File: config.mk
export PLATFORM = sky130hd
export DESIGN_NAME = ling_serial_subtractor
export DESIGN_NICKNAME = d
export VERILOG_FILES = /design/src/rtl/ling_serial_subtractor.sv
export SDC_FILE = /design/constraint.sdc
export NUM_CORES = 1
export LEC_CHECK = 0
export CORE_AREA = 2 2 98 100
export DETAILED_ROUTE_END_ITERATION = 16
export DIE_AREA = 0 0 100 102
export PLACE_DENSITY_LB_ADDON = 0.08
export SYNTH_ARGS = -nofsm -noshare
export SYNTH_HDL_FRONTEND = slang
export SYNTH_SLANG_ARGS = --single-unit
File: constraint.sdc
create_clock -name clk -period 6.68 [get_ports clk]
set_input_delay 1.002 -clock clk [delete_from_list [all_inputs] [get_ports clk]]
set_output_delay 1.002 -clock clk [all_outputs]
set_load 0.005 [all_outputs]
File: src/rtl/ling_serial_subtractor.sv
// Multi-cycle WIDTH-bit subtractor (diff = a - b): one 8-bit Ling adder slice per clock, LSB first.
// Optional signed-overflow output enabled by defining LING_SUB_OVF_EN.
module ling_serial_subtractor #(
    parameter int WIDTH = 32
) (
    input  logic             clk,
    input  logic             rst_n,
    input  logic             in_valid,
    output logic             in_ready,
    input  logic [WIDTH-1:0] a_in,
    input  logic [WIDTH-1:0] b_in,
    output logic             out_valid,
    input  logic             out_ready,
    output logic [WIDTH-1:0] diff,
    output logic             borrow
`ifdef LING_SUB_OVF_EN
    ,
    output logic             ovf
`endif
);

    localparam int NSLICE = WIDTH / 8;
    localparam int IDXW   = (NSLICE > 1) ? $clog2(NSLICE) : 1;
    localparam logic [IDXW-1:0] LAST_IDX = IDXW'(NSLICE - 1);

    if ((WIDTH % 8) != 0 || WIDTH < 8) begin : g_bad_width
        $error("ling_serial_subtractor: WIDTH must be a multiple of 8 and >= 8");
    end

    typedef enum logic [1:0] {
        S_IDLE,
        S_RUN,
        S_DONE
    } state_t;

    typedef logic [NSLICE-1:0][7:0] slices_t;

    // Ling pseudo-carry h[i+1] = g[i] | t[i-1] & h[i]; the real carry is recovered as t[i] & h[i+1].
    function automatic logic [8:0] ling_add8(input logic [7:0] x, input logic [7:0] y,
                                              input logic cin);
        logic [7:0] g, p, t, s;
        logic [8:0] h, c, tt;
        g    = x & y;
        p    = x ^ y;
        t    = x | y;
        tt   = {t, 1'b1};
        h    = '0;
        c    = '0;
        s    = '0;
        h[0] = cin;
        c[0] = cin;
        for (int unsigned i = 0; i < 8; i++) begin
            h[i+1] = g[i] | (tt[i] & h[i]);
            c[i+1] = t[i] & h[i+1];
            s[i]   = p[i] ^ c[i];
        end
        return {c[8], s};
    endfunction

    state_t          state_q;
    slices_t         a_q, nb_q, diff_q;
    logic [IDXW-1:0] idx_q;
    logic            carry_q;
    logic            in_ready_q, out_valid_q, borrow_q;
    logic [8:0]      slice_d;
`ifdef LING_SUB_OVF_EN
    logic            ovf_q;
    logic            ovf_d;
`endif

    assign slice_d = ling_add8(a_q[idx_q], nb_q[idx_q], carry_q);

`ifdef LING_SUB_OVF_EN
    // b's sign is the complement of the stored nb MSB; the new MSB slice gives diff's sign.
    assign ovf_d = (a_q[NSLICE-1][7] == nb_q[NSLICE-1][7]) &&
                   (slice_d[7] != a_q[NSLICE-1][7]);
`endif

    always_ff @(posedge clk) begin
        if (!rst_n) begin
            state_q     <= S_IDLE;
            a_q         <= '0;
            nb_q        <= '0;
            diff_q      <= '0;
            idx_q       <= '0;
            carry_q     <= 1'b0;
            in_ready_q  <= 1'b1;
            out_valid_q <= 1'b0;
            borrow_q    <= 1'b0;
`ifdef LING_SUB_OVF_EN
            ovf_q       <= 1'b0;
`endif
        end else begin
            unique case (state_q)
                S_IDLE: begin
                    if (in_valid) begin
                        a_q        <= a_in;
                        nb_q       <= ~b_in;
                        carry_q    <= 1'b1;
                        idx_q      <= '0;
                        in_ready_q <= 1'b0;
                        state_q    <= S_RUN;
                    end
                end
                S_RUN: begin
                    diff_q[idx_q] <= slice_d[7:0];
                    carry_q       <= slice_d[8];
                    idx_q         <= idx_q + 1'b1;
                    if (idx_q == LAST_IDX) begin
                        borrow_q    <= ~slice_d[8];
                        out_valid_q <= 1'b1;
                        state_q     <= S_DONE;
`ifdef LING_SUB_OVF_EN
                        ovf_q       <= ovf_d;
`endif
                    end
                end
                S_DONE: begin
                    if (out_ready) begin
                        out_valid_q <= 1'b0;
                        in_ready_q  <= 1'b1;
                        state_q     <= S_IDLE;
                    end
                end
                default: begin
                    state_q     <= S_IDLE;
                    in_ready_q  <= 1'b1;
                    out_valid_q <= 1'b0;
                end
            endcase
        end
    end

    assign in_ready  = in_ready_q;
    assign out_valid = out_valid_q;
    assign diff      = diff_q;
    assign borrow    = borrow_q;
`ifdef LING_SUB_OVF_EN
    assign ovf       = ovf_q;
`endif

endmodule

# --- Yosys cells after proc, flatten, opt, wreduce, memory -nomap -nowiden ---
# Cells that the tools add are included.
word_totals:
  latchBits: 0
  out_inout_bits: 35
  elab_cells: 88
  regBits: 104
  mem_count: 0
  romBits: 0
  input_bits: 68
  ramBits: 0
classes:
  n_eq_ne: 6
  reduce_logical: 9
  addsub: 1
  n_mux: 21
  n_div: 0
  n_shift: 0
  bitwise_logic: 31
  multipliers: 0
  order_cmp: 2
ops:
  columns: ["cell", "count"]
  rows:
  - ["$bmux W8 S2", 2]
  - ["$bwmux W32", 1]
  - ["$not A32 Y32", 1]
  - ["$mux W8", 3]
  - ["$demux W8 S2", 1]
  - ["$reduce_and A3 Y1", 3]
  - ["$and A1 B1 Y1", 8]
  - ["$and A8 B8 Y8", 1]
  - ["$mux W2", 4]
  - ["$or A1 B1 Y1", 8]
  - ["$or A8 B8 Y8", 1]
  - ["$xor A1 B1 Y1", 8]
  - ["$xor A8 B8 Y8", 1]
  - ["$ne A2 B2 Y1 const B", 3]
  - ["$pmux W1 S3", 2]
  - ["$pmux W2 S3", 1]
  - ["$reduce_and A2 Y1", 3]
  - ["$mux W1", 5]
  - ["$eq A2 B2 Y1 const B", 2]
  - ["$pmux W2 S2", 1]
  - ["$lt A2 B3 Y1 const B", 1]
  - ["$not A1 Y1", 3]
  - ["$add A2 B1 Y2 const B", 1]
  - ["$eq A2 B1 Y1 const B", 1]
  - ["5 further kinds", 5]

# --- Logic depth before layout (Yosys ltp) ---
logic_depth:
  depth_word: 20
  mapped_depth: 16
  ltp_nobuf: 15

# --- Worst setup path after synthesis ---
# Ideal clock, no wire load.
synth_path:
  kind: "flip-flop to flip-flop"
  from: "reg idx_q[0]"
  to: "reg carry_q"
  stages_incl_launch_ff: 16
  arrival_ns: 4.103
  synth_period_minus_slack_ns: 4.222
  required_time_ns: 6.561
  slack_ns: 2.458
  setup_ns: 0.119
  n_path_buf: 1
  path_cell_list: "dfxtp_1 > buf_6 > mux4_1 > inv_1 > fa_1 > inv_1 > fa_1 > fa_1 > inv_1 > fa_1 > inv_1 > fa_1 > fa_1 > fa_1 > fa_1 > o221a_2"
synth_via:
  elab_chain_len: 20
  elab_cells_between_ends: 23
synth_lines:
  columns: ["element", "line", "rtl"]
  rows:
  - ["start, declared", "62", "logic [IDXW-1:0] idx_q;"]
  - ["start signal, assigned", "108", "idx_q <= idx_q + 1'b1;"]
  - ["$bmux W8 S2", "71", "assign slice_d = ling_add8(a_q[idx_q], nb_q[idx_q], carry_q);"]
  - ["$mux W8 (implied by the code)", "71", null]
  - ["$and A8 B8 Y8", "43", "g = x & y;"]
  - ["$or A1 B1 Y1", "53", "h[i+1] = g[i] | (tt[i] & h[i]);"]
  - ["$and A1 B1 Y1", "53", null]
  - ["$or A1 B1 Y1", "53", null]
  - ["$and A1 B1 Y1", "53", null]
  - ["$or A1 B1 Y1", "53", null]
  - ["[4 not listed]", null, null]
  - ["$and A1 B1 Y1", "53", null]
  - ["$or A1 B1 Y1", "53", null]
  - ["$and A1 B1 Y1", "53", null]
  - ["$or A1 B1 Y1", "53", null]
  - ["$and A1 B1 Y1", "53", null]
  - ["$or A1 B1 Y1", "53", null]
  - ["$and A1 B1 Y1 *", "54", "c[i+1] = t[i] & h[i+1];"]
  - ["$pmux W1 S2 *", "94", "unique case (state_q)"]
  - ["end signal, assigned", "107", "carry_q <= slice_d[8];"]
  - ["end, declared", "63", "logic carry_q;"]
# Mark *: on every way between the ends. The rest lies on a longest branch, timed or not. The select of a mux whose other input is x is not followed.
# A chain may end at the register's enable or synchronous reset.

# --- Final worst setup path ---
layout_path:
  from: "reg idx_q[1]"
  to: "reg diff_q (netlist bit diff[31])"
layout_via:
  elab_chain_len: 19
  elab_cells_between_ends: 28
layout_lines:
  columns: ["element", "line", "rtl"]
  rows:
  - ["$bmux W8 S2", "71", null]
  - ["$mux W8 (implied by the code)", "71", null]
  - ["$and A8 B8 Y8", "43", null]
  - ["$or A1 B1 Y1", "53", null]
  - ["$and A1 B1 Y1", "53", null]
  - ["$or A1 B1 Y1", "53", null]
  - ["$and A1 B1 Y1", "53", null]
  - ["$or A1 B1 Y1", "53", null]
  - ["[4 not listed]", null, null]
  - ["$and A1 B1 Y1", "53", null]
  - ["$or A1 B1 Y1", "53", null]
  - ["$and A1 B1 Y1", "53", null]
  - ["$or A1 B1 Y1", "53", null]
  - ["$and A1 B1 Y1", "54", null]
  - ["$xor A1 B1 Y1 *", "55", "s[i] = p[i] ^ c[i];"]
  - ["named net slice_d[7]", "65", "logic [8:0] slice_d;"]
  - ["$bwmux W32 *", "106", "diff_q[idx_q] <= slice_d[7:0];"]
  - ["end signal, assigned by index", "106", null]
  - ["end, declared", "61", "slices_t a_q, nb_q, diff_q;"]
# The timed path passes the listed nets; every way through them passes the cells marked *. The select of a mux whose other input is x is not followed.

==> key figures <==
Finish
  • Layout area overhead: 22.6%
  • Commonest non-fill, non-tap cell in the layout: nand2_1
  • Finished Cell Area: 0.00598 mm^2
  • Inserted Diodes: 0
  • Layout cell share with drive strength beyond 1: 5.95%
  • Final Net Count: 630
  • Commonest cells after routing, fill and taps aside: nand2_1, dfxtp_1, clkdlybuf4s50_1

Timing
  • Final Max Tran Viols: 0
  • # setup viols final: 0
  • Clk_skew: 0.00994 ns
  • RSZ-0062 raised after global routing: no
  • Headroom to the max-slew limit: 31.0%
  • Final setup margin: 1.98 ns
  • Sum Neg Setup Slack: 0 ns
  • Hold Slack: 0.461 ns
  • Min Tclk post-route: 4.70 ns
  • Final hold vios: 0
  • Fmax achieved: 0.213 GHz
  • Slew @ Worst Pin: 1.04 ns
  • Tcrit/Tclk final: 70.4%

Worst setup path
  • Req. time, crit path: 6.97 ns
  • CP max stage cell: dfxtp_1
  • CP Capture Type: flop
  • Slowest stage delay, CP: 0.92 ns
  • Critical-path cell list: mux4_1 -> inv_1 -> fa_1 -> inv_1 -> fa_1 -> fa_1 -> inv_1 -> fa_1 -> inv_1 -> fa_1 -> fa_1 -> fa_1 -> fa_1 -> nand2_1 -> mux2i_1
  • CP max FO: 20
  • Cell mode on critical path: fa_1
  • CP Class: flop to flop
  • Crit path DAT: 4.99 ns
  • Worst Setup Start Kind: flop

Route
  • DRT Pass-1 Iters: 7
  • Routed via count divided by cell count: 5.09
  • Final WL: 9860 um
  • Initial DRC Count: 141
  • Antenna-violating nets left: 0
  • Via count: 3389
  • Wire per inst: 14.8 um
  • DRC violations left: 0

CTS
  • Root buf cell: clkbuf_8
  • Resize count post-CTS: 0
  • Htree depth: 3
  • Clk buf depth: 2
  • Total CTS buffers: 9
  • Hold buffers post-CTS: 0
  • CTS tree: built
  • Clock transition at the registers of the reported paths: 0.10 ns
  • Postcts setup bufs: 0
  • Clk sink count: 104
  • Worst-Skew Late Latency: 0.37 ns

Power
  • VDD IR max: 0.000162 V
  • Cell Pwr Density: 213 mW/mm^2
  • P_leak: 2.52 nW
  • Final total power: 0.00127 W

Yosys
  • Primary FF master, synth: dfxtp_1
  • Post-synthesis net count: 551
  • Register area share after synthesis: 42.7%
  • Post-synth cell types: 29
  • Syn avg cell area: 10.4 um^2
  • Asr flop ratio synth: 0%
  • YS warnings: 0
  • Number of synthesized register bits: 104
  • Synthesized area: 0.00488 mm^2
  • EDFF count, synth: 0
  • Mapped Cells: 471

Global routing
  • GRT Overall Usage: 20.1%
  • Met1 usage in global routing: 27.4%
  • Number of antenna violations at the first check in global routing: 0
  • Largest net degree at the start of global routing: 114
  • M3 GR Usage: 4.51%
  • Grt ovf: 0
  • M2 GR Usage: 33.1%
  • Vias in the first global route: 3265
  • GR peak layer: met2
  • First-pass GRT wire length: 16000 um

Placement
  • GP Congestion: 0.770
  • Place WS: 1.99 ns
  • Post-DP HPWL: 7040 um
  • Port buffer count: 102
  • DP Area: 0.00577 mm^2

Floorplan
  • Initial core utilization: 53.5%
  • Core Area: 0.00911 mm^2
  • Die Wd: 100 um
  • Die height: 102 um
  • Core Rows: 35
  • Die Area: 0.0102 mm^2
  • IO Count: 103

Job
  • Maxcap violations: 0

Status
  • Status: finished clean

Worst hold path
  • Hold Crit Class: flop to flop
==> final timing paths <==
path / slack (ns) / from / to / cells after the start
setup / recovery: 1.98 / idx_q[1] / diff[31] / 15
hold / removal: 0.46 / a_q[24] / a_q[24] / 2
setup reg to reg: 1.98 / idx_q[1] / diff[31] / 15
hold reg to reg: 0.46 / a_q[24] / a_q[24] / 2
==> worst max-delay path, delay by kind of cell (launching register included) <==
family                   cells  cell delay (ns)
multiplexers                 2             0.60
AND/OR/NAND/NOR              1             0.09
flip-flops                   1             0.92
adder cells (fa/ha/maj)      8             2.73
buffers and inverters        4             0.27
==> logic make-up (layout without fill, tap and decap cells) <==
family	Yosys count	after routing	share of synthesized area, %
buffers and inverters	47	131	6.70
adders and majority gates	12	12	4.31
AOI/OAI and AO/OA	9	9	1.39
muxes	113	113	27.8
DFF	104	104	42.7
and+or+nand+nor	186	186	17.1
==> registers in the layout, summed over array words and instances, names as in the netlist <==
| signal | count |
|---|---|
| diff | 32 |
| state_q | 2 |
| idx_q | 2 |
| nb_q | 32 |
| borrow | 1 |
| a_q | 32 |
| carry_q | 1 |
| out_valid | 1 |
| in_ready | 1 |
==> power by group <==
part / leakage, nW / internal (W) / switching, W
Clock: 0.0966 / 0.000187 / 0.000217
Sequential: 0.850 / 0.000654 / 0.0000228
Combinational: 1.57 / 0.000106 / 0.0000853
==> per-stage QoR <==
stage               util (%)  std cells
finish                  65.6        666
global route            65.6        666
CTS                     65.6        666
detailed placement      63.4        650
global placement        63.4        650
floorplan                  -        471
==> synth_stat cells (4+ instances only) <==
library cell	count	area (um^2)
nand2_1	138	518
dfxtp_1	104	2080
mux2i_1	97	971
nand2b_1	40	250
buf_2	22	110
inv_1	10	37.5
mux4_2	10	225
fa_1	8	160
mux4_1	6	158
buf_12	5	100
buf_4	4	30.0
ha_1	4	50.1
nand3b_1	4	30.0
==> cell type report <==
type                            count  area, um^2
Tap cell                          111         139
Sequential cell                   104        2080
Timing Repair Buffer              105        1040
Fill cell                         782        3130
Inverter                           10        37.5
Clock buffer                       11         141
Multi-Input combinational cell    320        2470
Clock inverter                      5        62.6
==> per-layer routing <==
layer | share of wire [%] | wire (um) | vias to the layer above
met1 | 48 | 4720 | 1591
met3 | 4.1 | 400 | 7
li1 | - | - | 1714
met4 | 0.79 | 78 | 0
met2 | 47 | 4670 | 77
met5 | 0 | 0 | -
Note: power is estimated with default switching activity, not from simulation.
